### src/rtl/nw_pkg.sv
// Shared Needleman-Wunsch definitions: character codes, ASCII bytes, output FSM states
// and the code-to-ASCII mapping.
package nw_pkg;

    localparam logic [2:0] CODE_GAP = 3'b000;
    localparam logic [2:0] CODE_G   = 3'b001;
    localparam logic [2:0] CODE_C   = 3'b110;
    localparam logic [2:0] CODE_A   = 3'b100;
    localparam logic [2:0] CODE_T   = 3'b011;

    localparam logic [7:0] ASCII_G     = 8'h47;
    localparam logic [7:0] ASCII_C     = 8'h43;
    localparam logic [7:0] ASCII_A     = 8'h41;
    localparam logic [7:0] ASCII_T     = 8'h54;
    localparam logic [7:0] ASCII_GAP   = 8'h2D;
    localparam logic [7:0] ASCII_UNKN  = 8'h3F;
    localparam logic [7:0] ASCII_CR    = 8'h0D;
    localparam logic [7:0] ASCII_LF    = 8'h0A;

    typedef enum logic [2:0] {
        StIdle,
        StStart,
        StWait,
        StCr,
        StCrWait,
        StLf,
        StLfWait
    } cod_out_state_e;

    function automatic logic [7:0] map_code(input logic [2:0] code);
        logic [7:0] ch;
        case (code)
            CODE_G:   ch = ASCII_G;
            CODE_C:   ch = ASCII_C;
            CODE_A:   ch = ASCII_A;
            CODE_T:   ch = ASCII_T;
            CODE_GAP: ch = ASCII_GAP;
            default:  ch = ASCII_UNKN;
        endcase
        return ch;
    endfunction

endpackage

### src/rtl/char_fifo.sv
// Parameterised synchronous FIFO with full/empty flags and occupancy count.
// Pushes while full and pops while empty are dropped.
module char_fifo #(
    parameter int unsigned WIDTH = 4,
    parameter int unsigned DEPTH = 8
) (
    input  logic                     clk,
    input  logic                     rst_n,
    input  logic                     push,
    input  logic [WIDTH-1:0]         wdata,
    input  logic                     pop,
    output logic [WIDTH-1:0]         rdata,
    output logic                     full,
    output logic                     empty,
    output logic [$clog2(DEPTH):0]   count
);

    localparam int unsigned AW = $clog2(DEPTH);

    logic [WIDTH-1:0] mem [DEPTH];
    logic [AW-1:0]    wptr;
    logic [AW-1:0]    rptr;
    logic             push_ok;
    logic             pop_ok;

    assign full    = (count == (AW + 1)'(DEPTH));
    assign empty   = (count == '0);
    assign push_ok = push & ~full;
    assign pop_ok  = pop & ~empty;
    assign rdata   = mem[rptr];

    always_ff @(posedge clk) begin
        if (push_ok) begin
            mem[wptr] <= wdata;
        end
    end

    // DEPTH is a power of two, so the pointers wrap naturally.
    always_ff @(posedge clk or negedge rst_n) begin
        if (!rst_n) begin
            wptr  <= '0;
            rptr  <= '0;
            count <= '0;
        end else begin
            if (push_ok) begin
                wptr <= wptr + 1'b1;
            end
            if (pop_ok) begin
                rptr <= rptr + 1'b1;
            end
            if (push_ok && !pop_ok) begin
                count <= count + 1'b1;
            end else if (!push_ok && pop_ok) begin
                count <= count - 1'b1;
            end
        end
    end

endmodule

### src/rtl/cod_out.sv
// Output character encoder: buffers traceback codes, maps them to ASCII and paces the UART.
// Define COD_OUT_NEWLINE_EN to append CR/LF after entries flagged with char_last.
module cod_out
    import nw_pkg::*;
#(
    parameter int unsigned N     = 8,
    parameter int unsigned DEPTH = 8
) (
    input  logic         clk,
    input  logic         rst_n,
    input  logic [2:0]   char_in,
    input  logic         char_last,
    input  logic         char_valid,
    output logic         char_ready,
    input  logic         tx_busy,
    input  logic         tx_done,
    output logic [N-1:0] Txdata_in,
    output logic         tx_start,
    output logic         busy
);

`ifdef COD_OUT_NEWLINE_EN
    localparam int unsigned FW = 4;
`else
    localparam int unsigned FW = 3;
`endif

    logic [FW-1:0]          fifo_wdata;
    logic [FW-1:0]          fifo_rdata;
    logic                   fifo_full;
    logic                   fifo_empty;
    logic                   fifo_push;
    logic                   fifo_pop;
    logic [$clog2(DEPTH):0] fifo_count;
    cod_out_state_e         state;

`ifdef COD_OUT_NEWLINE_EN
    logic last_q;
    assign fifo_wdata = {char_last, char_in};
`else
    logic unused_last;
    assign unused_last = char_last;
    assign fifo_wdata  = char_in;
`endif

    assign char_ready = ~fifo_full;
    assign fifo_push  = char_valid & char_ready;
    // Dequeue only on the IDLE->START transition.
    assign fifo_pop   = (state == StIdle) & ~fifo_empty & ~tx_busy;
    assign busy       = (fifo_count != '0) | (state != StIdle);

    char_fifo #(
        .WIDTH (FW),
        .DEPTH (DEPTH)
    ) u_fifo (
        .clk   (clk),
        .rst_n (rst_n),
        .push  (fifo_push),
        .wdata (fifo_wdata),
        .pop   (fifo_pop),
        .rdata (fifo_rdata),
        .full  (fifo_full),
        .empty (fifo_empty),
        .count (fifo_count)
    );

    always_ff @(posedge clk or negedge rst_n) begin
        if (!rst_n) begin
            state     <= StIdle;
            Txdata_in <= '0;
            tx_start  <= 1'b0;
`ifdef COD_OUT_NEWLINE_EN
            last_q    <= 1'b0;
`endif
        end else begin
            case (state)
                StIdle: begin
                    if (fifo_pop) begin
                        Txdata_in <= N'(map_code(fifo_rdata[2:0]));
                        tx_start  <= 1'b1;
`ifdef COD_OUT_NEWLINE_EN
                        last_q    <= fifo_rdata[3];
`endif
                        state     <= StStart;
                    end
                end
                StStart: begin
                    tx_start <= 1'b0;
                    state    <= StWait;
                end
                StWait: begin
                    if (tx_done) begin
`ifdef COD_OUT_NEWLINE_EN
                        if (last_q) begin
                            Txdata_in <= N'(ASCII_CR);
                            tx_start  <= 1'b1;
                            state     <= StCr;
                        end else begin
                            state <= StIdle;
                        end
`else
                        state <= StIdle;
`endif
                    end
                end
`ifdef COD_OUT_NEWLINE_EN
                StCr: begin
                    tx_start <= 1'b0;
                    state    <= StCrWait;
                end
                StCrWait: begin
                    if (tx_done) begin
                        Txdata_in <= N'(ASCII_LF);
                        tx_start  <= 1'b1;
                        state     <= StLf;
                    end
                end
                StLf: begin
                    tx_start <= 1'b0;
                    state    <= StLfWait;
                end
                StLfWait: begin
                    if (tx_done) begin
                        state <= StIdle;
                    end
                end
`endif
                default: begin
                    tx_start <= 1'b0;
                    state    <= StIdle;
                end
            endcase
        end
    end

endmodule

### config.mk
export PLATFORM = sky130hd
export DESIGN_NAME = cod_out
export DESIGN_NICKNAME = d
export VERILOG_FILES = /design/src/rtl/nw_pkg.sv /design/src/rtl/char_fifo.sv /design/src/rtl/cod_out.sv
export SDC_FILE = /design/constraint.sdc
export NUM_CORES = 1
export LEC_CHECK = 0
export BUFFER_PORTS_ARGS = -buffer_cell sky130_fd_sc_hd__buf_4
export CORE_MARGIN = 5
export CORE_UTILIZATION = 35
export CTS_BUF_LIST = sky130_fd_sc_hd__clkbuf_4 sky130_fd_sc_hd__clkbuf_8
export DETAILED_ROUTE_END_ITERATION = 8
export SLEW_MARGIN = 15
export SYNTH_ARGS = -nofsm -noshare
export SYNTH_HDL_FRONTEND = slang
export SYNTH_HIERARCHICAL = 1
export SYNTH_SLANG_ARGS = --single-unit
### constraint.sdc
create_clock -name clk -period 5.73 [get_ports clk]
set_input_delay 0.573 -clock clk [delete_from_list [all_inputs] [get_ports clk]]
set_output_delay 0.573 -clock clk [all_outputs]
set_load 0.02 [all_outputs]
Word-level counts from Yosys, hierarchy flattened
Memory sizes are Yosys's and may differ from the RTL's.
Index checks and enable logic that the tools add are counted.
{"block": "totals", "ramBits": 24, "ff_bits": 22, "out_inout_bits": 11, "mem_count": 1, "input_bits": 9}
{"name": "u_fifo.mem", "words": 8, "word_bits": 3, "rd": 1, "rd_clocked_by_memory_dff": 0, "wr": 1, "line": "char_fifo.sv:20", "rtl": "logic [WIDTH-1:0] mem [DEPTH];"}
{"block": "classes", "mux": 10, "add_sub_neg": 4, "bitwise": 10, "n_reduce_logical": 13, "eq_ne": 9}
{"op": "$pmux 7 s5", "n": 1}
{"op": "$pmux 3 s3", "n": 1}
{"op": "$mux 4", "n": 2}
{"op": "$add 3x1->3 const B", "n": 2}
{"op": "$eq 3x1->1 const B", "n": 2}
{"op": "$eq 3x2->1 const B", "n": 2}
{"op": "$eq 3x3->1 const B", "n": 2}
{"op": "$logic_not 3->1", "n": 2}
{"op": "$mux 3", "n": 2}
{"op": "$reduce_and 2->1", "n": 3}
{"op": "$and 1x1->1", "n": 5}
{"op": "$add 4x1->4 const B", "n": 1}
{"op": "$eq 4x4->1 const B", "n": 1}
{"op": "$logic_not 4->1", "n": 1}
{"op": "$not 1->1", "n": 4}
{"op": "$reduce_bool 4->1", "n": 1}
{"op": "$sub 4x1->4 const B", "n": 1}
{"op": "$mux 1", "n": 3}
{"op": "$reduce_bool 3->1", "n": 1}
{"op": "$logic_and 1x1->1", "n": 2}
{"op": "$logic_not 1->1", "n": 2}
{"op": "$ne 2x1->1 const B", "n": 1}
{"op": "$ne 2x2->1 const B", "n": 1}
{"op": "$pmux 1 s2", "n": 1}
{"op": "other kinds (2)", "n": 2}

Longest topological paths before layout
{"block": "depth", "depth_word": 8, "depth_mapped": 11, "depth_no_buf": 11}

Modules after synthesis
Netlist, hierarchy kept.
{"module": "char_fifo", "instances": 1, "cells_each": 98, "area_per_inst_um2": 1550.2}
{"module": "cod_out", "instances": 1, "cells_each": 38, "area_per_inst_um2": 444.2}

Worst setup path after synthesis
OpenSTA, ideal clock, no wires.
{"block": "synth_timing", "path_type": "flip-flop to flip-flop", "startpoint": "register u_fifo.count[0]", "endpoint": "register u_fifo.count[3]", "t_arrival_ns": 2.649, "setup_time_ns": 0.131, "stages_incl_launch_ff": 12, "n_path_buf": 0, "period_less_slack_ns": 2.780, "t_required_ns": 5.599, "slack_ns": 2.950, "cell_sequence": "dfrtp_1 or4b_4 inv_2 nor2b_1 nand2_4 inv_2 ha_1 inv_1 ha_1 or4_1 o211ai_1 o211ai_1"}
{"block": "synth_via", "elab_cells_between_ends": 18}
{"item": "from (decl)", "line": "char_fifo.sv:15", "rtl": "output logic [$clog2(DEPTH):0] count"}
{"item": "from (signal assigned)", "line": "char_fifo.sv:52", "rtl": "count <= count + 1'b1;"}
{"item": "from (signal assigned)", "line": "char_fifo.sv:54", "rtl": "count <= count - 1'b1;"}
{"item": "$eq 4x4->1 (*)", "line": "char_fifo.sv:26", "rtl": "assign full = (count == (AW + 1)'(DEPTH));"}
{"item": "via fifo_full", "line": "cod_out.sv:30", "rtl": "logic fifo_full;"}
{"item": "$not 1->1 (*)", "line": "cod_out.sv:46", "rtl": "assign char_ready = ~fifo_full;"}
{"item": "$and 1x1->1 (*)", "line": "cod_out.sv:47", "rtl": "assign fifo_push = char_valid & char_ready;"}
{"item": "via fifo_push", "line": "cod_out.sv:32", "rtl": "logic fifo_push;"}
{"item": "$and 1x1->1 (*)", "line": "char_fifo.sv:28", "rtl": "assign push_ok = push & ~full;"}
{"item": "via u_fifo.push_ok", "line": "char_fifo.sv:23", "rtl": "logic push_ok;"}
{"item": "$logic_not 1->1", "line": "char_fifo.sv:53", "rtl": "end else if (!push_ok && pop_ok) begin"}
{"item": "$logic_and 1x1->1", "line": "char_fifo.sv:53"}
{"item": "$reduce_bool 2->1 (no line)"}
The timed path passes the listed nets; every way through them passes the cells marked *. The select of a mux whose other input is x is not followed.
A chain may end at the register's enable or synchronous reset.

Final worst setup path
{"block": "layout_timing", "startpoint": "register u_fifo.count[0]", "endpoint": "register u_fifo.count[3]"}
{"block": "layout_via", "elab_chain_len": 8, "elab_cells_between_ends": 18}
{"item": "$logic_not 4->1 (*)", "line": "char_fifo.sv:27", "rtl": "assign empty = (count == '0);"}
{"item": "via fifo_empty", "line": "cod_out.sv:31", "rtl": "logic fifo_empty;"}
{"item": "$not 1->1 (*)", "line": "cod_out.sv:49", "rtl": "assign fifo_pop = (state == StIdle) & ~fifo_empty & ~tx_busy;"}
{"item": "$and 1x1->1 (*) (2 in a row)", "line": "cod_out.sv:49"}
{"item": "via fifo_pop", "line": "cod_out.sv:33", "rtl": "logic fifo_pop;"}
{"item": "$and 1x1->1 (*)", "line": "char_fifo.sv:29", "rtl": "assign pop_ok = pop & ~empty;"}
{"item": "$logic_not 1->1", "line": "char_fifo.sv:51", "rtl": "if (push_ok && !pop_ok) begin"}
{"item": "$logic_and 1x1->1", "line": "char_fifo.sv:51"}
{"item": "$mux 4 or $reduce_bool 2->1 (tied branches)"}
Marks and branches as above.

==> flow_summary.yaml <==
logic_synthesis:
  avgSynthCellArea_um2: 14.7
  synth_most_common_cell: "edfxtp_1"
  yosysSeqAreaShare_pct: 60.0
  syn_inst: 136
  synthTopCellsByArea: "edfxtp_1 (36%), dfrtp_1 (24%), mux4_2 (6.8%)"
  yosys-top-cells-count: "edfxtp_1 (24), dfrtp_1 (19), inv_1 (7)"
  yosysUniqueCellTypes: 41
  syn_area_um2: 1990
  yosysWarnings: 6
  synth-main-ff-cell: "edfxtp_1"
  synth_edf_count: 24
  synth_seq_cells: 43
  synth_top_area_share_pct: 36.1
  yosys.area.top_type: "edfxtp_1"
  ys_async_sr_fraction_pct: 44.2
  syn_nets: 151
sta:
  rsz0062_at_grt: "false"
  finalCriticalPeriod_ns: 3.06
  max_freq_ghz: 0.327
  fin_hold_ws_ns: 0.148
  tns_ns: 0
  hold_viol_final: 0
  setup_viol: 0
  clock_skew_ns: 0.00554
  setup_ws_ns: 2.67
  tightest_slew_ns: 0.625
  slew_headroom_pct: 58.0
  fin_crit_sh_pct: 53.3
  maxSlewViolCount: 0
die:
  die_w_um: 85.5
  dieArea_um2: 7310
  pin_count: 20
  die_y_um: 85.5
  core_area_um2: 5510
  rows: 27
  start_util_pct: 36.2
cts:
  cts_tree: "done"
  cts_setup_buffers: 0
  clockBufferDepth: 2
  htree_levels: 2
  cts_root_buffer: "clkbuf_8"
  cts_resized: 0
  cts_buffers: 5
  hold_buffers: 0
  clkTransAtPathRegs_ns: 0.08
  clock-sinks: 43
  clock_latency_ns: 0.28
detailed_routing:
  first_iter_violations: 43
  top_layer: "met4"
  wl_per_cell_um: 14.5
  firstDrtPassIters: 4
  wl_met1_mm: 1.51
  drc: 0
  postRouteAntennaNets: 0
  wl_met2_mm: 1.56
  vias_per_cell: 4.85
  wirelength_mm: 3.29
  met3_length_um: 188
  vias: 1101
pwr:
  powerDensity_nw_per_um2: 551
  leakage_nw: 0.867
  peakVddDrop_v: 0.000190
critical_path:
  slowest_stage: "or4_1"
  critPathCaptureType: "flip-flop"
  reg2reg_depth: 10
  r2r_end: "u_fifo/count[3]"
  ff2ff_setup_slack_ns: 2.67
  cp-start-kind: "flip-flop"
  arrival_ns: 3.22
  cp_slowest_stage_delay_ns: 0.54
  cp_max_fo: 8
  crit_type: "flip-flop to flip-flop"
  endpoint: "u_fifo/count[3]"
  worst_ep_required_time_ns: 5.90
  cp_cell_sequence: "nor4_1 > or4_4 > clkinv_4 > o41ai_2 > ha_1 > inv_1 > ha_1 > or4_1 > o211ai_1 > o211ai_1"
  crit_start: "u_fifo/count[0]"
  r2r-start: "u_fifo/count[0]"
placement:
  dp_cells: 220
  dp_hpwl_mm: 2.49
  gp_congestion: 0.748
  post-place-ws_ns: 2.64
  placed_area_um2: 2180
  io_buffers: 17
flow_run:
  maxCapViolations: 0
cells_and_area:
  layout.cells.non_filler: 227
  insertedDiodeCount: 0
  layout-area-overhead-vs-synth_pct: 13.4
  final_layout_size_suffix_gt1_share_pct: 29.7
  final_area_um2: 2260
  nets: 170
grt:
  grt_pass1_wl_mm: 5.59
  grt_usage_pct: 9.72
  grt_pass1_vias: 1113
  grt_max_degree: 20
  overflow: 0
  antenna_found_initial: 0
min_path:
  hold_class: "input pin to asynchronous set/reset pin"
status:
  status: "finished, final reports clean"
-- logic make-up (layout without fill, tap and decap cells) --
| group | count (synthesis) | count (layout) | synth area share, % |
|---|---|---|---|
| flops | 43 | 43 | 60.0 |
| simple gates | 34 | 34 | 10.1 |
| mux | 19 | 19 | 14.7 |
| buf+inv | 15 | 34 | 3.51 |
| compound gates | 11 | 11 | 4.33 |
| xor+xnor | 7 | 7 | 3.07 |
| fa+ha+maj | 6 | 6 | 4.14 |
| other cells | 1 | 1 | 0.188 |
-- how the worst min path moves through the flow --
stage	from	to	slack (ns)	depth (start not counted)
global route	rst_n	u_fifo/wptr[2]	0.15	1
global placement	rst_n	Txdata_in[5]	0.46	1
detailed placement	rst_n	Txdata_in[5]	0.47	1
CTS	rst_n	state[1]	0.15	1
floorplan	rst_n	Txdata_in[0]	0.28	0
finish	rst_n	Txdata_in[5]	0.15	1
-- through the flow --
| step | utilization, % | power, mW |
|---|---|---|
| after detailed placement | 39.7 | 1.09 |
| after CTS | 41.1 | 1.27 |
| after floorplan | - | 0.945 |
| after global placement | 39.7 | 1.06 |
| final | 41.1 | 1.25 |
| after global routing | 41.1 | 1.35 |
-- cell type report --
class                      count  area, µm²
timing repair buffer          17        128
tap                           72       90.1
multi-input combinational     78        728
clock buffer                   5       68.8
sequential                    43       1200
clock inverter                 2       8.76
inverter                      10       42.5
fill                         496       3240
-- registers in the layout, summed over array words and instances, names as in the netlist --
signal,flops
Txdata_in,6
tx_start,1
u_fifo/rptr,3
state,2
u_fifo/mem,24
u_fifo/wptr,3
u_fifo/count,4
-- power by group --
group | switching [mW] | internal [mW]
Clock | 0.0922 | 0.0811
Combinational | 0.251 | 0.287
Sequential | 0.111 | 0.423
-- routing by layer --
metal  track usage (%)  vias to the layer above
li1                  -                      538
met1              12.4                      541
met2              15.3                       20
met3              3.50                        2
met4              3.45                        0
met5                 0                        -
-- layout by cell type, fill, tap and decap left out, drive strengths merged --
cell type	instances
nor4	3
a21oi	2
or4b	1
nand3b	1
or4	2
buf	17
or3	1
and3b	1
dfrtp	19
nor2b	1
nand2	5
inv	9
mux4	6
o31ai	1
a2111o	1
conb	1
o41ai	2
nand3	4
nor2	6
nand2b	3
mux2	10
o21ai	2
o211ai	2
edfxtp	24
mux2i	3
ha	5
clkinv	3
a21o	1
clkbuf	5
fa	1
or3b	1
xor2	1
nor3	5
xnor2	6
-- worst max-delay path: cells and delay by family (launching register included) --
family	cells	cell delay [ns]
flops	1	0.50
buf+inv	2	0.22
compound gates	3	0.32
fa+ha+maj	2	0.71
simple gates	3	1.19
No activity file was read; power rests on OpenSTA's default activity.
